===== config.mk =====
export PLATFORM = sky130hd
export DESIGN_NAME = risc_v_32_wb_arbiter
export DESIGN_NICKNAME = d
export VERILOG_FILES = /design/src/rtl/risc_v_32_wb_arbiter.sv
export SDC_FILE = /design/constraint.sdc
export NUM_CORES = 1
export LEC_CHECK = 0
export BUFFER_PORTS_ARGS = -buffer_cell sky130_fd_sc_hd__buf_2
export CORE_ASPECT_RATIO = 1.5
export CORE_MARGIN = 10
export CORE_UTILIZATION = 48
export CTS_BUF_LIST = sky130_fd_sc_hd__clkbuf_16
export DETAILED_ROUTE_END_ITERATION = 8
export GPL_TIMING_DRIVEN = 0
export PLACE_DENSITY = 0.65
export SLEW_MARGIN = 10
export SYNTH_ARGS = -nofsm -noshare
export SYNTH_HDL_FRONTEND = slang
export SYNTH_SLANG_ARGS = --single-unit

===== constraint.sdc =====
create_clock -name clk -period 5.01 [get_ports clk]
set_clock_uncertainty 0.05 [all_clocks]
set_input_delay 1.503 -clock clk [delete_from_list [all_inputs] [get_ports clk]]
set_output_delay 1.503 -clock clk [all_outputs]
set_load 0.05 [all_outputs]

===== src/rtl/risc_v_32_wb_arbiter.sv =====
// risc_v_32_wb_arbiter: two-lane buffered writeback arbiter feeding the single register-file write port.
// Each lane has a circular FIFO; a round-robin grant drains one head per cycle into registered rf_* outputs.
module risc_v_32_wb_arbiter #(
    parameter int DEPTH = 2,
    parameter int XLEN  = 32
) (
    input  logic            clk,
    input  logic            rst_n,
    input  logic            flush,
    input  logic            l0_valid,
    output logic            l0_ready,
    input  logic [4:0]      l0_rd,
    input  logic [XLEN-1:0] l0_data,
    input  logic            l1_valid,
    output logic            l1_ready,
    input  logic [4:0]      l1_rd,
    input  logic [XLEN-1:0] l1_data,
    output logic            rf_we,
    output logic [4:0]      rf_waddr,
    output logic [XLEN-1:0] rf_wdata,
    output logic            busy
);
    localparam int AW = $clog2(DEPTH);
    localparam int CW = AW + 1;

    logic [1:0]           valid, ready, push, pop, ne;
    logic [1:0][4:0]      in_rd, head_rd;
    logic [1:0][XLEN-1:0] in_data, head_data;
    logic                 gnt, sel, rr_q, rr_d, we_q;
    logic [4:0]           waddr_q;
    logic [XLEN-1:0]      wdata_q;

    assign valid   = {l1_valid, l0_valid};
    assign in_rd   = {l1_rd, l0_rd};
    assign in_data = {l1_data, l0_data};
    assign {l1_ready, l0_ready} = ready;

    for (genvar g = 0; g < 2; g++) begin : g_lane
        logic [AW-1:0]   rp_q, wp_q;
        logic [CW-1:0]   cnt_q;
        logic [4:0]      rd_mem   [DEPTH];
        logic [XLEN-1:0] data_mem [DEPTH];
        assign ready[g]     = (cnt_q < CW'(DEPTH)) && !flush;
        // x0 writes are acknowledged but never stored
        assign push[g]      = valid[g] && ready[g] && (in_rd[g] != 5'd0);
        assign pop[g]       = gnt && (sel == 1'(g));
        assign ne[g]        = cnt_q != '0;
        assign head_rd[g]   = rd_mem[rp_q];
        assign head_data[g] = data_mem[rp_q];
        always_ff @(posedge clk or negedge rst_n) begin
            if (!rst_n) begin
                rp_q  <= '0;
                wp_q  <= '0;
                cnt_q <= '0;
            end else if (flush) begin
                rp_q  <= '0;
                wp_q  <= '0;
                cnt_q <= '0;
            end else begin
                if (push[g]) wp_q <= wp_q + AW'(1);
                if (pop[g]) rp_q <= rp_q + AW'(1);
                cnt_q <= cnt_q + CW'(push[g]) - CW'(pop[g]);
            end
        end
        always_ff @(posedge clk) begin
            if (push[g]) begin
                rd_mem[wp_q]   <= in_rd[g];
                data_mem[wp_q] <= in_data[g];
            end
        end
    end

    assign gnt  = |ne;
    assign sel  = &ne ? rr_q : ne[1];
    assign rr_d = gnt ? ~sel : rr_q;

    always_ff @(posedge clk or negedge rst_n) begin
        if (!rst_n) begin
            rr_q    <= 1'b0;
            we_q    <= 1'b0;
            waddr_q <= '0;
            wdata_q <= '0;
        end else if (flush) begin
            rr_q <= 1'b0;
            we_q <= 1'b0;
        end else begin
            rr_q <= rr_d;
            we_q <= gnt;
            if (gnt) begin
                waddr_q <= head_rd[sel];
                wdata_q <= head_data[sel];
            end
        end
    end

    assign rf_we    = we_q;
    assign rf_waddr = waddr_q;
    assign rf_wdata = wdata_q;
    assign busy     = (|ne) || we_q;
endmodule


Yosys cells after proc, flatten, opt, wreduce, memory -nomap -nowiden
Memory sizes are Yosys's and may differ from the RTL's.
Index checks and enable logic that the tools add are counted.
{"block": "word_totals", "regBits": 47, "n_memories": 4, "output_inout_bits": 41, "elab_cells": 71, "mem_bits_rw": 148}
{"memory": "g_lane[0].data_mem", "depth": 2, "width": 32, "read_ports": 1, "rd_clocked_by_memory_dff": 0, "write_ports": 1, "line_no": "42", "text": "logic [XLEN-1:0] data_mem [DEPTH];"}
{"memory": "g_lane[1].data_mem", "depth": 2, "width": 32, "read_ports": 1, "rd_clocked_by_memory_dff": 0, "write_ports": 1, "line_no": "42"}
{"memory": "g_lane[0].rd_mem", "depth": 2, "width": 5, "read_ports": 1, "rd_clocked_by_memory_dff": 0, "write_ports": 1, "line_no": "41", "text": "logic [4:0] rd_mem [DEPTH];"}
{"memory": "g_lane[1].rd_mem", "depth": 2, "width": 5, "read_ports": 1, "rd_clocked_by_memory_dff": 0, "write_ports": 1, "line_no": "41"}
{"block": "op_classes", "n_reduce_logical": 22, "n_lt_le_gt_ge": 3, "mux": 22, "addsub": 8, "bitwise_logic": 2}
{"cell": "2-to-1 mux 32 bit", "n": 2}
{"cell": "2-to-1 mux 1 bit", "n": 16}
{"cell": "nonzero test 2 bit", "n": 7}
{"cell": "2-to-1 mux 5 bit", "n": 2}
{"cell": "nonzero test 5 bit", "n": 2}
{"cell": "logical AND 1 bit", "n": 8}
{"cell": "adder 1 bit (second input constant)", "n": 4}
{"cell": "adder 2 x 1 -> 2 bit", "n": 2}
{"cell": "< comparator 2 bit (second input constant)", "n": 2}
{"cell": "2-to-1 mux 2 bit", "n": 2}
{"cell": "AND reduction 2 bit", "n": 2}
{"cell": "subtractor 2 x 1 -> 2 bit", "n": 2}
{"cell": "< comparator 1 x 2 -> 1 bit (second input constant)", "n": 1}
{"cell": "inverter 1 bit", "n": 2}
{"cell": "OR reduction 2 bit", "n": 1}
{"cell": "zero test 1 bit", "n": 1}
{"cell": "logical OR 1 bit", "n": 1}

Logic depth before layout (Yosys ltp)
{"block": "logic_depth", "depth_word": 7, "mapped_depth": 9, "ltp_nobuf": 8}

Worst setup path after synthesis
OpenSTA, ideal clock, no wires.
{"block": "synth_path", "path_kind": "in2reg", "startpoint": "in flush", "endpoint": "mem g_lane[1].data_mem[0][0] (enable)", "setup_slack_ns": 0.222, "t_required_ns": 4.529, "stages": 4, "arrival_ns": 4.307, "path_cell_list": "clkbuf_1 nor2_1 o211ai_1 nor2_1"}
{"block": "synth_between", "elab_chain_len": 6}
{"element": "from (decl)", "line_no": "9", "text": "input logic flush,"}
{"element": "zero test 1 bit", "line_no": "43", "text": "assign ready[g] = (cnt_q < CW'(DEPTH)) && !flush;"}
{"element": "logical AND 1 bit", "line_no": "43"}
{"element": "via l1_ready", "line_no": "15", "text": "output logic l1_ready,"}
{"element": "logical AND 1 bit (2 in a row)", "line_no": "45", "text": "assign push[g] = valid[g] && ready[g] && (in_rd[g] != 5'd0);"}
{"element": "2-to-1 mux 1 bit", "line_no": "66", "text": "if (push[g]) begin"}
{"element": "2-to-1 mux 1 bit (not written as such)", "line_no": "68", "text": "data_mem[wp_q] <= in_data[g];"}
{"element": "to (decl)", "line_no": "42"}
The timed path passes the listed nets, and every way through them passes these cells.

Final worst setup path
{"block": "layout_path", "startpoint": "in flush", "endpoint": "out l0_ready"}
{"block": "layout_between", "elab_chain_len": 2}
{"element": "zero test 1 bit", "line_no": "43"}
{"element": "logical AND 1 bit", "line_no": "43"}
{"element": "to (decl)", "line_no": "11", "text": "output logic l0_ready,"}
No other way between the ends.

==> results.md <==
- Status: finished clean
- Initial Util: between 40 and 50%
- Slew @ Worst Pin: around 0.7 ns
- Nets@finish: between 700 and 800
- Clk slew on worst S/H paths: 0.08 ns
- Finished Layout Cells: about 880
- Worst setup margin: 1.15 ns
- Post-CTS Setup Bufs: 0
- CTS sink count: 195
- Slew Limit Headroom: 53.1%
- Iter 0 DRT Violations: 406
- Cells after DPL: approximately 850
- Total design power: 5.63 mW
- Fin. max-slew vios: 0
- DR DRC count: 0
- Pint: approximately 3.3 mW
- Critical path class: in -> out
- Die height: 176 µm
- Rows: 57
- Req. time, crit path: 3.46 ns
- Gate power share: around 39%
- Syn nets: 603
- I/O Buffers: 118
- Vias: 4941
- Die Area: 21800 µm²
- Synth top area cells: edfxtp_1 (57%), dfrtp_1 (15%), nor2b_1 (5.8%)
- Switching Fraction: 41.6%
- Area share of the largest cell type after synthesis: 57.1%
- EDFF count, synth: 148
- Final period util: 77.0%
- Sequential area share after synthesis: roughly 72%
- Clock share of power: 23.2%
- DR vias/cell: 5.61
- Post-Syn Area: between 7000 and 8000 µm²
- Wire length per cell: 21.4 µm
- PwrDens: 603 nW/µm²
- GPL Wtd Cong: 0.821
- Unique masters post-synth: 31
- Number of CTS-inserted buffers: 17
- Total wire length: 18800 µm
- Lkg Pwr: ~3.4 nW
- DR pass1 iterations: 5
- Chip width: 124 µm
- First-pass GRT wire length: 29500 µm
- Global route overflow: 0
- Met2 wire len: approximately 10000 µm
- Max Clock Freq: 0.259 GHz
- Design area: slightly above 9000 µm²
- GRT Util Overall: 17.7%
- Clock tree buffer depth: 2
- Final ANT Viol Nets: 0
- Warnings from Yosys: 0
- Placed inst area: between 8000 and 9000 µm²
- Mapped Cells: 520
- CP Capture Type: primary output
- Routed wl met3: between 1000 and 1500 µm
- Area delta synth->final: 20.1%
- Critical path peak fanout: 10
- HP Class: reg -> reg
- Sequential group share of total power: 38.1%
- Synth Area per Inst: 15.0 µm²
- RSZ-0062 raised after global routing: false
- Worst-Skew Late Latency: 0.43 ns
- Crit path DAT: 2.30 ns
- Ys async rst share: between 20% and 30%
- CTS tree: yes
- Largest net degree at the start of global routing: 48
- Core Area: around 16000 µm²
- Main synth FF type: edfxtp_1
- Initial antenna violation count: 1
- Num ports: 120
- Most instantiated cells after synthesis: edfxtp_1 (148), nor2b_1 (72), dfrtp_1 (47)
- Fraction of layout cells with a size suffix above 1: 26.6%
- Net Sw Power: 2.34 mW
- DPL Wire Length: 13400 µm
- Area leader, netlist: edfxtp_1
- Setup crit start kind: input pin
- DR top layer: met4
- Max IR drop VDD: 0.282 mV
- Final Critical Period: approximately 3.9 ns
- Final Core Density: 58.3%
- M1 WL: 7340 µm
- Most instantiated library cell after synthesis: edfxtp_1
- Cts hold-fix bufs: 0
- Maxcap violations: 0
- Final Hold Vio Count: 0
- Root buf cell: clkbuf_16
- Pre-CTS WS: between 1 and 1.5 ns
- Vias in the first global route: between 5000 and 6000
- H-tree levels: 4
- Setup violators final: 0
- Post-CTS Resized: 0
- Synth Register Bits: 195
cell families (layout without fill, tap and decap cells):
logic type	count (synthesis)	after routing	synth area share, %
other	0	1	0
buffers and inverters	56	210	3.42
and+or+nand+nor	100	100	7.73
xor gates and xnor gates	4	4	0.450
AOI/OAI and AO/OA	161	161	15.5
adders and majority gates	4	4	0.643
DFF	195	195	72.2
state kept, by name, summed over array words and instances, names as in the netlist:
signal	flops
g_lane.cnt_q	4
g_lane.wp_q	2
rr_q	1
g_lane.data_mem	128
g_lane.rp_q	2
g_lane.rd_mem	20
rf_waddr	5
rf_we	1
rf_wdata	32
critical path, stage by stage:
cell	delay, ns
clkbuf_1	0.21
nor2_1	0.26
buf_2	0.32
metrics by stage:
stage	setup TNS (ns)	hold slack [ns]
after floorplan	0	0.388
after global placement	-17.53	0.400
after detailed placement	0	0.434
after CTS	0	0.451
after global routing	0	0.473
final	0	0.445
power by group through the flow:
stage          logic (mW)  registers [mW]  clock network [mW]
2_1_floorplan        1.02            2.67                   0
3_3_place_gp         2.14            2.18                   0
3_5_place_dp         2.20            2.18                   0
4_1_cts              2.21            2.15                1.32
5_1_grt              2.37            2.18                1.39
6_report             2.18            2.15                1.31
per-layer routing:
| metal | track usage [%] | vias up |
|---|---|---|
| met3 | 3.90 | 25 |
| met2 | 31.1 | 151 |
| met4 | 5.92 | 0 |
| met5 | 0 | - |
| li1 | - | 2327 |
| met1 | 20.8 | 2438 |
area by class of cell:
class                           instances  area, µm²
Antenna cell                            1       2.50
Buffer                                 45        225
Clock buffer                           17        425
Clock inverter                         15        149
Fill cell                            1331       6700
Inverter                               11       41.3
Multi-Input combinational cell        269       1920
Sequential cell                       195       5620
Tap cell                              206        258
Timing Repair Buffer                  122        703
cells in the final DEF (no fill, tap or decap), types with 10 or more instances in the layout:
master / n
nor2b_1: 72
inv_1: 11
o31ai_1: 37
clkbuf_1: 26
edfxtp_1: 148
clkbuf_16: 17
buf_2: 128
dfrtp_1: 47
a221oi_1: 37
a2111oi_0: 37
nor2_1: 10
o21ai_0: 37
final timing paths:
path                                               from                           end  slack, ns  cells after the start
min reg2reg                    rf_wdata[29]$_DFFE_PN0P_      rf_wdata[29]$_DFFE_PN0P_       0.45                      2
min in group asynchronous                         rst_n       rf_wdata[3]$_DFFE_PN0P_       1.04                      1
max                                               flush                      l0_ready       1.15                      3
max reg2reg                g_lane[1].cnt_q[1]$_DFF_PN0_  g_lane[1].cnt_q[0]$_DFF_PN0_       2.77                      7
max in group asynchronous                         rst_n              rr_q$_DFFE_PN0P_       3.44                      1
min                            rf_wdata[29]$_DFFE_PN0P_      rf_wdata[29]$_DFFE_PN0P_       0.45                      2
(Power assumes the default switching activity.)
